`src/rtl/aes_blk_stream.sv`:
```
// Valid/ready streaming wrapper for the AES-128 core. It packs four 32-bit words into one block,
// pulses ld_o once, and captures the ciphertext on done_i. It then returns the ciphertext as four words.
module aes_blk_stream #(
  parameter int TIMEOUT = 32,
  parameter int CNT_W   = 16
) (
  input  logic             clk,
  input  logic             rst,
  input  logic [31:0]      in_data,
  input  logic             in_valid,
  output logic             in_ready,
  output logic [31:0]      out_data,
  output logic             out_valid,
  input  logic             out_ready,
  output logic             ld_o,
  output logic [127:0]     text_o,
  input  logic             done_i,
  input  logic [127:0]     text_i,
  output logic             busy_o,
  output logic             err_o,
  output logic [CNT_W-1:0] blk_cnt_o
);

  localparam int TW = $clog2(TIMEOUT + 1);

  typedef enum logic [1:0] {FILL, LOAD, WAIT, DRAIN} state_t;

  state_t        state;
  logic [1:0]    idx;
  logic [TW-1:0] tmo_cnt;
  logic [127:0]  obuf;
  logic [6:0]    lane;

  // Big-endian lanes: word 0 lives in [127:96], word 3 in [31:0], both directions.
  assign lane = {~idx, 5'd0};

  always_ff @(posedge clk) begin
    if (rst) begin
      state     <= FILL;
      idx       <= '0;
      tmo_cnt   <= '0;
      text_o    <= '0;
      obuf      <= '0;
      err_o     <= 1'b0;
      blk_cnt_o <= '0;
    end else begin
      unique case (state)
        FILL: begin
          if (in_valid) begin
            text_o[lane +: 32] <= in_data;
            idx                <= idx + 2'd1;
            if (idx == 2'd3) state <= LOAD;
          end
        end
        LOAD: begin
          tmo_cnt <= '0;
          state   <= WAIT;
        end
        WAIT: begin
          // done_i takes priority over the timeout limit in the same cycle
          if (done_i) begin
            obuf  <= text_i;
            state <= DRAIN;
          end else if (tmo_cnt == TW'(TIMEOUT - 1)) begin
            err_o <= 1'b1;
            state <= FILL;
          end else begin
            tmo_cnt <= tmo_cnt + 1'b1;
          end
        end
        DRAIN: begin
          if (out_ready) begin
            idx <= idx + 2'd1;
            if (idx == 2'd3) begin
              blk_cnt_o <= blk_cnt_o + 1'b1;
              state     <= FILL;
            end
          end
        end
        default: state <= FILL;
      endcase
    end
  end

  assign in_ready  = (state == FILL) && !rst;
  assign ld_o      = (state == LOAD);
  assign out_valid = (state == DRAIN);
  assign out_data  = out_valid ? obuf[lane +: 32] : 32'd0;
  assign busy_o    = (state != FILL) || (idx != 2'd0);

endmodule

```
`config.mk`:
```
export PLATFORM = sky130hd
export DESIGN_NAME = aes_blk_stream
export DESIGN_NICKNAME = d
export VERILOG_FILES = /design/src/rtl/aes_blk_stream.sv
export SDC_FILE = /design/constraint.sdc
export NUM_CORES = 1
export LEC_CHECK = 0
export ABC_AREA = 1
export CELL_PAD_IN_SITES_DETAIL_PLACEMENT = 0
export CELL_PAD_IN_SITES_GLOBAL_PLACEMENT = 2
export CORE_UTILIZATION = 25
export CTS_CLUSTER_DIAMETER = 120
export CTS_CLUSTER_SIZE = 40
export DETAILED_ROUTE_END_ITERATION = 12
export PLACE_DENSITY_LB_ADDON = 0.2
export REMOVE_ABC_BUFFERS = 1
export SLEW_MARGIN = 20
export SYNTH_ARGS = -nofsm -noshare
export SYNTH_HDL_FRONTEND = slang
export SYNTH_SLANG_ARGS = --single-unit
```
`constraint.sdc`:
```
create_clock -name clk -period 2.5 [get_ports clk]
set_input_delay 0.25 -clock clk [delete_from_list [all_inputs] [get_ports clk]]
set_output_delay 0.25 -clock clk [all_outputs]
set_load 0.005 [all_outputs]
```
==> impl_results.md, run 1 <==
* First-pass GRT wire length at 65.1 mm
* Initial Util at 25.5%
* RSZ-0062 raised after global routing: yes
* Layout cells sized above 1 at 4.12%
* Total Wirelength at 43.1 mm
* Via Count at 11400
* Sequential share of power at 50.5%
* WP data required at 2.25 ns
* Combinational power share at 22.9%
* Yosys warns at 0
* Hold endpoint: text_o[29]$_SDFFE_PP0P_
* Sw Ratio at 30.9%
* Slew @ Worst Pin at 0.691 ns
* CP max-delay cell: clkdlybuf4s50_1
* Total placed cells including tap cells at 2521
* Top cells by count, synth: 449 x nor2_1, 304 x nand2_1, 283 x dfxtp_1
* Reg2reg start: idx[0]$_SDFFE_PP0P_
* HPWL after detailed placement at 28.6 mm
* Clock sink total at 283
* Wire per inst at 16.9 um
* R2r setup slk at 0.31 ns
* Internal power at 6480 uW
* Worst Skew at 0.0169 ns
* HP Start: in_data[29]
* Clk Latency, worst-skew pair at 0.52 ns
* Vias per cell at 4.50
* CP max stage delay at 0.54 ns
* FMAX at 411 MHz
* Total GRT Usage at 17.5%
* Startpoint class of the critical path: flop
* Top_reg_cell synth: dfxtp_1
* R2r worst-path depth at 9
* Power per cell area at 573 mW/mm^2
* Synthesized area per cell at 7.02 sq um
* Most frequent cell after synthesis: nor2_1
* PnR worst setup slack at 0.0666 ns
* Sequential share of the synthesized area at 48.6%
* N_diodes at 0
* Hold path cells at 3
* Die W at 218 um
* Fin crit share at 97.3%
* Net load switching power at 2890 uW
* Inserted Clock Buffers at 11
* First-pass DRT Iterations at 5
* Min-delay worst type: in -> reg
* Core area at 0.0457 sq mm
* Peak VDD IR at 0.396 mV
* Mapped Cells at 1661
* GPL Wtd Cong at 0.802
* Port bufs at 345
* Setup crit end kind: primary output
* Worst slew margin at 54.0%
* Crit path top cell by count: nor2_1
* Finish-stage setup viols at 0
* Vias in the first global route at 11100
* Fin cells at 2543
* Total gr overflow at 0
* Share of the synthesized area in the top cell type at 48.6%
* Yosys cell types at 29
* Antenna violations before repair at 0
* Clk pwr share at 26.6%
* FF-to-FF End: blk_cnt_o[9]$_SDFFE_PP0P_
* Die H at 218 um
* Critical Path Fanout Max at 13
* DRC errors left at 0
* Ys async rst share at 0%
* Pleak at 0.00611 uW
* Die ar. at 0.0475 sq mm
* H-tree depth at 1
* Dominant cell type by area after synthesis: dfxtp_1
* Cell Chain, Critical Path: buf_16 > nor2_1 > nor2_1 > o21ai_0 > a21oi_1 > clkdlybuf4s50_1
* Outcome: completed
* Largest net degree at the start of global routing at 135
* Site Rows at 78
* Synthesized area at 0.0117 sq mm
* Yosys reg bits at 283
* Initial DRC Count at 681
* Crit path DAT at 2.18 ns
* CTS tree: done
* Synth-to-Final Area Change at 40.2%
* Max Root-Sink Buffers at 3
* Post-synth EDFFs at 0
* # IOs at 346
* Fin. Hold Viols at 0
* Top cells by area, synth: dfxtp_1 49%, nor2_1 14%, nand2_1 9.8%, o21ai_0 8.8%, a21oi_1 7.7%
* Min cycle time layout at 2.43 ns
* Post-DRT Antenna Nets at 0
* Worst slack, placed at 0.283 ns
* Slew Limit Fails at 0
* Layout Nets at 2116
* Root Buffer: clkbuf_16
* # Max-Cap Violations at 0
* WS Path Type: reg -> out
* Reg clk slew, reported paths at 0.15 ns
==> power by group through the flow <==
stage / Combinational, uW / Clock, uW / Sequential (uW)
after floorplan: 854 / 0 / 4890
after global placement: 2070 / 0 / 4810
after detailed placement: 2070 / 0 / 4810
after CTS: 2180 / 2640 / 4720
after global routing: 2390 / 2770 / 4750
final: 2140 / 2500 / 4730
==> layout make-up <==
cell class	count	area [sq um]
fillers	4909	29300
flip-flops and latches	283	5680
multi-input cells	1223	5380
repair buffers	383	4040
well taps	600	751
clock buffers	11	275
inverters	38	160
clock inverters	5	72.6
==> metrics by stage <==
step	util, %	TNS, ns	hold slack [ns]	total power, uW	area, sq um
after floorplan	-	-573.66	0.319	5750	11200
after global placement	34.6	0	0.452	6880	15800
after detailed placement	34.6	0	0.455	6880	15800
after CTS	35.6	-0.524	0.296	9550	16200
after global routing	35.8	-0.0408	0.313	9910	16400
final	35.8	0	0.328	9370	16400
==> worst max path at each step <==
stage / start / to / slack, ns / cells after the start
floorplan: state[0]$_SDFFE_PP0P_ / state[0]$_SDFFE_PP0P_ / -2.25 / 6
global placement: idx[0]$_SDFFE_PP0P_ / text_o[24]$_SDFFE_PP0P_ / 0.36 / 8
detailed placement: idx[0]$_SDFFE_PP0P_ / blk_cnt_o[9]$_SDFFE_PP0P_ / 0.28 / 9
CTS: idx[0]$_SDFFE_PP0P_ / out_data[4] / -0.07 / 6
global route: idx[0]$_SDFFE_PP0P_ / out_data[18] / -0.04 / 6
finish: idx[0]$_SDFFE_PP0P_ / out_data[18] / 0.07 / 6
==> state kept, by name (all words and copies together), names as in the netlist <==
register and flops:
blk_cnt_o 16, err_o 1, idx 2, obuf 128
state 2, text_o 128, tmo_cnt 6
==> kinds of logic after synthesis <==
group                      synth area share, %
buffers and inverters                     5.55
AOI/OAI and AO/OA                         16.6
adders and majority gates                 1.18
DFF                                       48.6
and+or+nand+nor                           28.0
xor gates and xnor gates                0.0751
==> metal layers <==
layer | part of all wire [%] | global-route usage [%] | wire length (um) | vias up
met2 | 46 | 29.4 | 19900 | 262
met5 | 0 | 0 | 0 | -
met1 | 48 | 24.0 | 20800 | 5269
met4 | 1.4 | 2.87 | 599 | 0
li1 | - | - | - | 5886
met3 | 4.4 | 2.29 | 1880 | 20
==> cell usage in the layout (no fill, tap or decap), drive strengths merged, types with 2 or more instances in the layout <==
master / n
nand4: 5
dlymetal6s2s: 24
dfxtp: 283
clkbuf: 12
a21oi: 179
nor3: 9
nand3: 17
buf: 36
nor2: 451
o21ai: 205
inv: 39
or3: 32
dlygate4sd2: 6
clkinv: 3
ha: 11
clkdlybuf4s50: 314
or2: 2
nand2: 307
==> worst max-delay path, delay by kind of cell (launching register included) <==
family	cells	cell delay, ns
buffers and inverters	2	0.72
flip-flops	1	0.47
AO/OA/AOI/OAI	2	0.35
AND/OR/NAND/NOR	2	0.13
==> repair_timing <==
| item | CTS | global route |
|---|---|---|
| gates resized for setup | 20 | 32 |
| hold buffers | 1 | 0 |
| pin swaps | 4 | 11 |
| gates cloned | 2 | 1 |
| setup buffers | 0 | 2 |
| endpoints found under the setup margin | 31 | 26 |
| endpoints found under the hold margin | 2 | 0 |
No activity file was read; power rests on OpenSTA's default activity.
==> inputs of run 2 (changes only) <==
Settings changed: CTS_CLUSTER_DIAMETER 120 to unset.
==> run 2 against run 1 <==
Compared with the run above:
- hold slack got worse by 0.019 ns
- cell area increased by 5.2%
- clock skew decreased by 0.0024 ns
- core utilization increased by 1.9 points
- sequential share of layout area decreased by 1.7 points
- clock power increased by 110%
- maximum frequency increased by 0.37%
- combinational power increased by 3%
- non-clock buffer count increased by 4
- routed wire length increased by 2.1%
==> impl_results.md, run 2 (same netlist as run 1, synthesis figures left out) <==
* H-tree depth at 2
* FF-to-FF End: blk_cnt_o[9]$_SDFFE_PP0P_
* Cell Chain, Critical Path: ha_1 > clkinv_1 > buf_12 > a21oi_2 > clkdlybuf4s50_1
* # Max-Cap Violations at 0
* TNS Setup at 0 ns
* Via Count at 11700
* RSZ-0062 raised after global routing: yes
* Max Root-Sink Buffers at 3
* Antenna violations before repair at 0
* Fin. Hold Viols at 0
* Commonest cells after routing, fill and taps aside: 449 x nor2_1, 314 x clkdlybuf4s50_1, 303 x nand2_1
* Total GRT Usage at 18.1%
* Worst slew margin at 53.3%
* Critical Path Fanout Max at 26
* Port bufs at 345
* Root Buffer: clkbuf_16
* Wire per inst at 17.0 um
* Worst Skew at 0.0145 ns
* R2r setup slk at 0.33 ns
* Vias in the first global route at 11400
* Initial DRC Count at 663
* Outcome: completed
* Crit path launch: state[0]$_SDFFE_PP0P_
* Total gr overflow at 0
* Power per cell area at 703 mW/mm^2
* Largest net degree at the start of global routing at 135
* Area after DPL at 0.0158 sq mm
* CTS tree: done
* End of the critical path: out_data[14]
* Vias per cell at 4.50
* CP max-delay cell: clkdlybuf4s50_1
* Total Wirelength at 44.0 mm
* HPWL after detailed placement at 28.6 mm
* Min-delay worst type: in -> reg
* Inserted Clock Buffers at 35
* Pleak at 0.00635 uW
* Multi-input gate area at 0.00540 sq mm
* Site Rows at 78
* Layout Nets at 2144
* Top Registers: obuf (128), text_o (128), blk_cnt_o (16)
* Fin crit share at 97.0%
* Peak VDD IR at 0.361 mV
* Layout cells sized above 1 at 6.17%
* N_diodes at 0
* Total placed cells including tap cells at 2521
* GPL Wtd Cong at 0.802
* Register area at 0.00567 sq mm
* First-pass DRT Iterations at 5
* Most common cell after layout, fill and taps aside: nor2_1
* Crit path DAT at 2.17 ns
* WS Path Type: reg -> out
* Die W at 218 um
* Min cycle time layout at 2.42 ns
* Die H at 218 um
* R2r worst-path depth at 9
* Synth-to-Final Area Change at 47.5%
* CP max stage delay at 0.55 ns
* Clock sink total at 283
* DRC errors left at 0
* Setup crit end kind: primary output
* Core area at 0.0457 sq mm
* WP data required at 2.25 ns
* First-pass GRT wire length at 66.5 mm
* Fillers at 4852
* Clk Latency, worst-skew pair at 0.53 ns
* Reg2reg start: idx[0]$_SDFFE_PP0P_
* Post-route cell area at 0.0172 sq mm
* Die ar. at 0.0475 sq mm
* Slew Limit Fails at 0
* Reg clk slew, reported paths at 0.06 ns
* FMAX at 412 MHz
* Post-DRT Antenna Nets at 0
* # IOs at 346
* Slew @ Worst Pin at 0.700 ns
* Fin cells at 2594
* Startpoint class of the critical path: flop
* Hold path cells at 3
* Finish-stage setup viols at 0
* Initial Util at 25.5%
[run 2: repair_timing]
action | 4_1_cts | 5_1_grt
setup buffers | 1 | 4
pin swaps | 12 | 5
setup endpoints to repair | 31 | 11
endpoints found under the hold margin | 2 | 0
cloned | 3 | 1
hold buffers | 1 | 0
resized for setup | 35 | 21
[run 2: area by class of cell]
| type | instances | area share [%] |
|---|---|---|
| multi-input cells | 1223 | 31.4 |
| repair buffers | 387 | 23.5 |
| clock inverters | 6 | 0.385 |
| well taps | 600 | 4.36 |
| inverters | 38 | 0.960 |
| clock buffers | 57 | 6.44 |
| flip-flops and latches | 283 | 33.0 |
[run 2: metrics by stage]
stage	setup slack (ns)	power (uW)	utilization, %	hold WS, ns
floorplan	-2.25	5750	-	0.319
global placement	0.357	6880	34.6	0.452
detailed placement	0.283	6880	34.6	0.455
CTS	-0.0848	12300	37.4	0.271
global route	-0.0322	12700	37.7	0.309
finish	0.0755	12100	37.7	0.308
[run 2: routing by layer]
metal  GRT usage, %  part of all wire [%]  wire length (um)
met1           24.2                    47             20900
met2           29.5                    46             20000
met3           3.38                   5.3              2350
met4           5.24                   1.7               734
met5              0                     0                 0
[run 2: worst min path at each step]
| stage | from | to | slack, ns |
|---|---|---|---|
| finish | in_data[0] | text_o[0]$_SDFFE_PP0P_ | 0.31 |
| global placement | text_o[45]$_SDFFE_PP0P_ | text_o[45]$_SDFFE_PP0P_ | 0.45 |
| floorplan | rst | blk_cnt_o[1]$_SDFFE_PP0P_ | 0.32 |
| CTS | in_data[0] | text_o[0]$_SDFFE_PP0P_ | 0.27 |
| global route | in_data[2] | text_o[2]$_SDFFE_PP0P_ | 0.31 |
| detailed placement | text_o[122]$_SDFFE_PP0P_ | text_o[122]$_SDFFE_PP0P_ | 0.46 |
[run 2: power by group]
group	switching, uW	internal (uW)
Combinational	1290	920
Clock	2030	3140
Sequential	86.4	4640
Total	3410	8700
[run 2: critical path, delay by kind of cell (launching register included)]
kind                     cells  cell delay [ns]
AO/OA/AOI/OAI                1             0.19
adder cells (fa/ha/maj)      1             0.19
buffers and inverters        3             0.87
flip-flops                   1             0.37
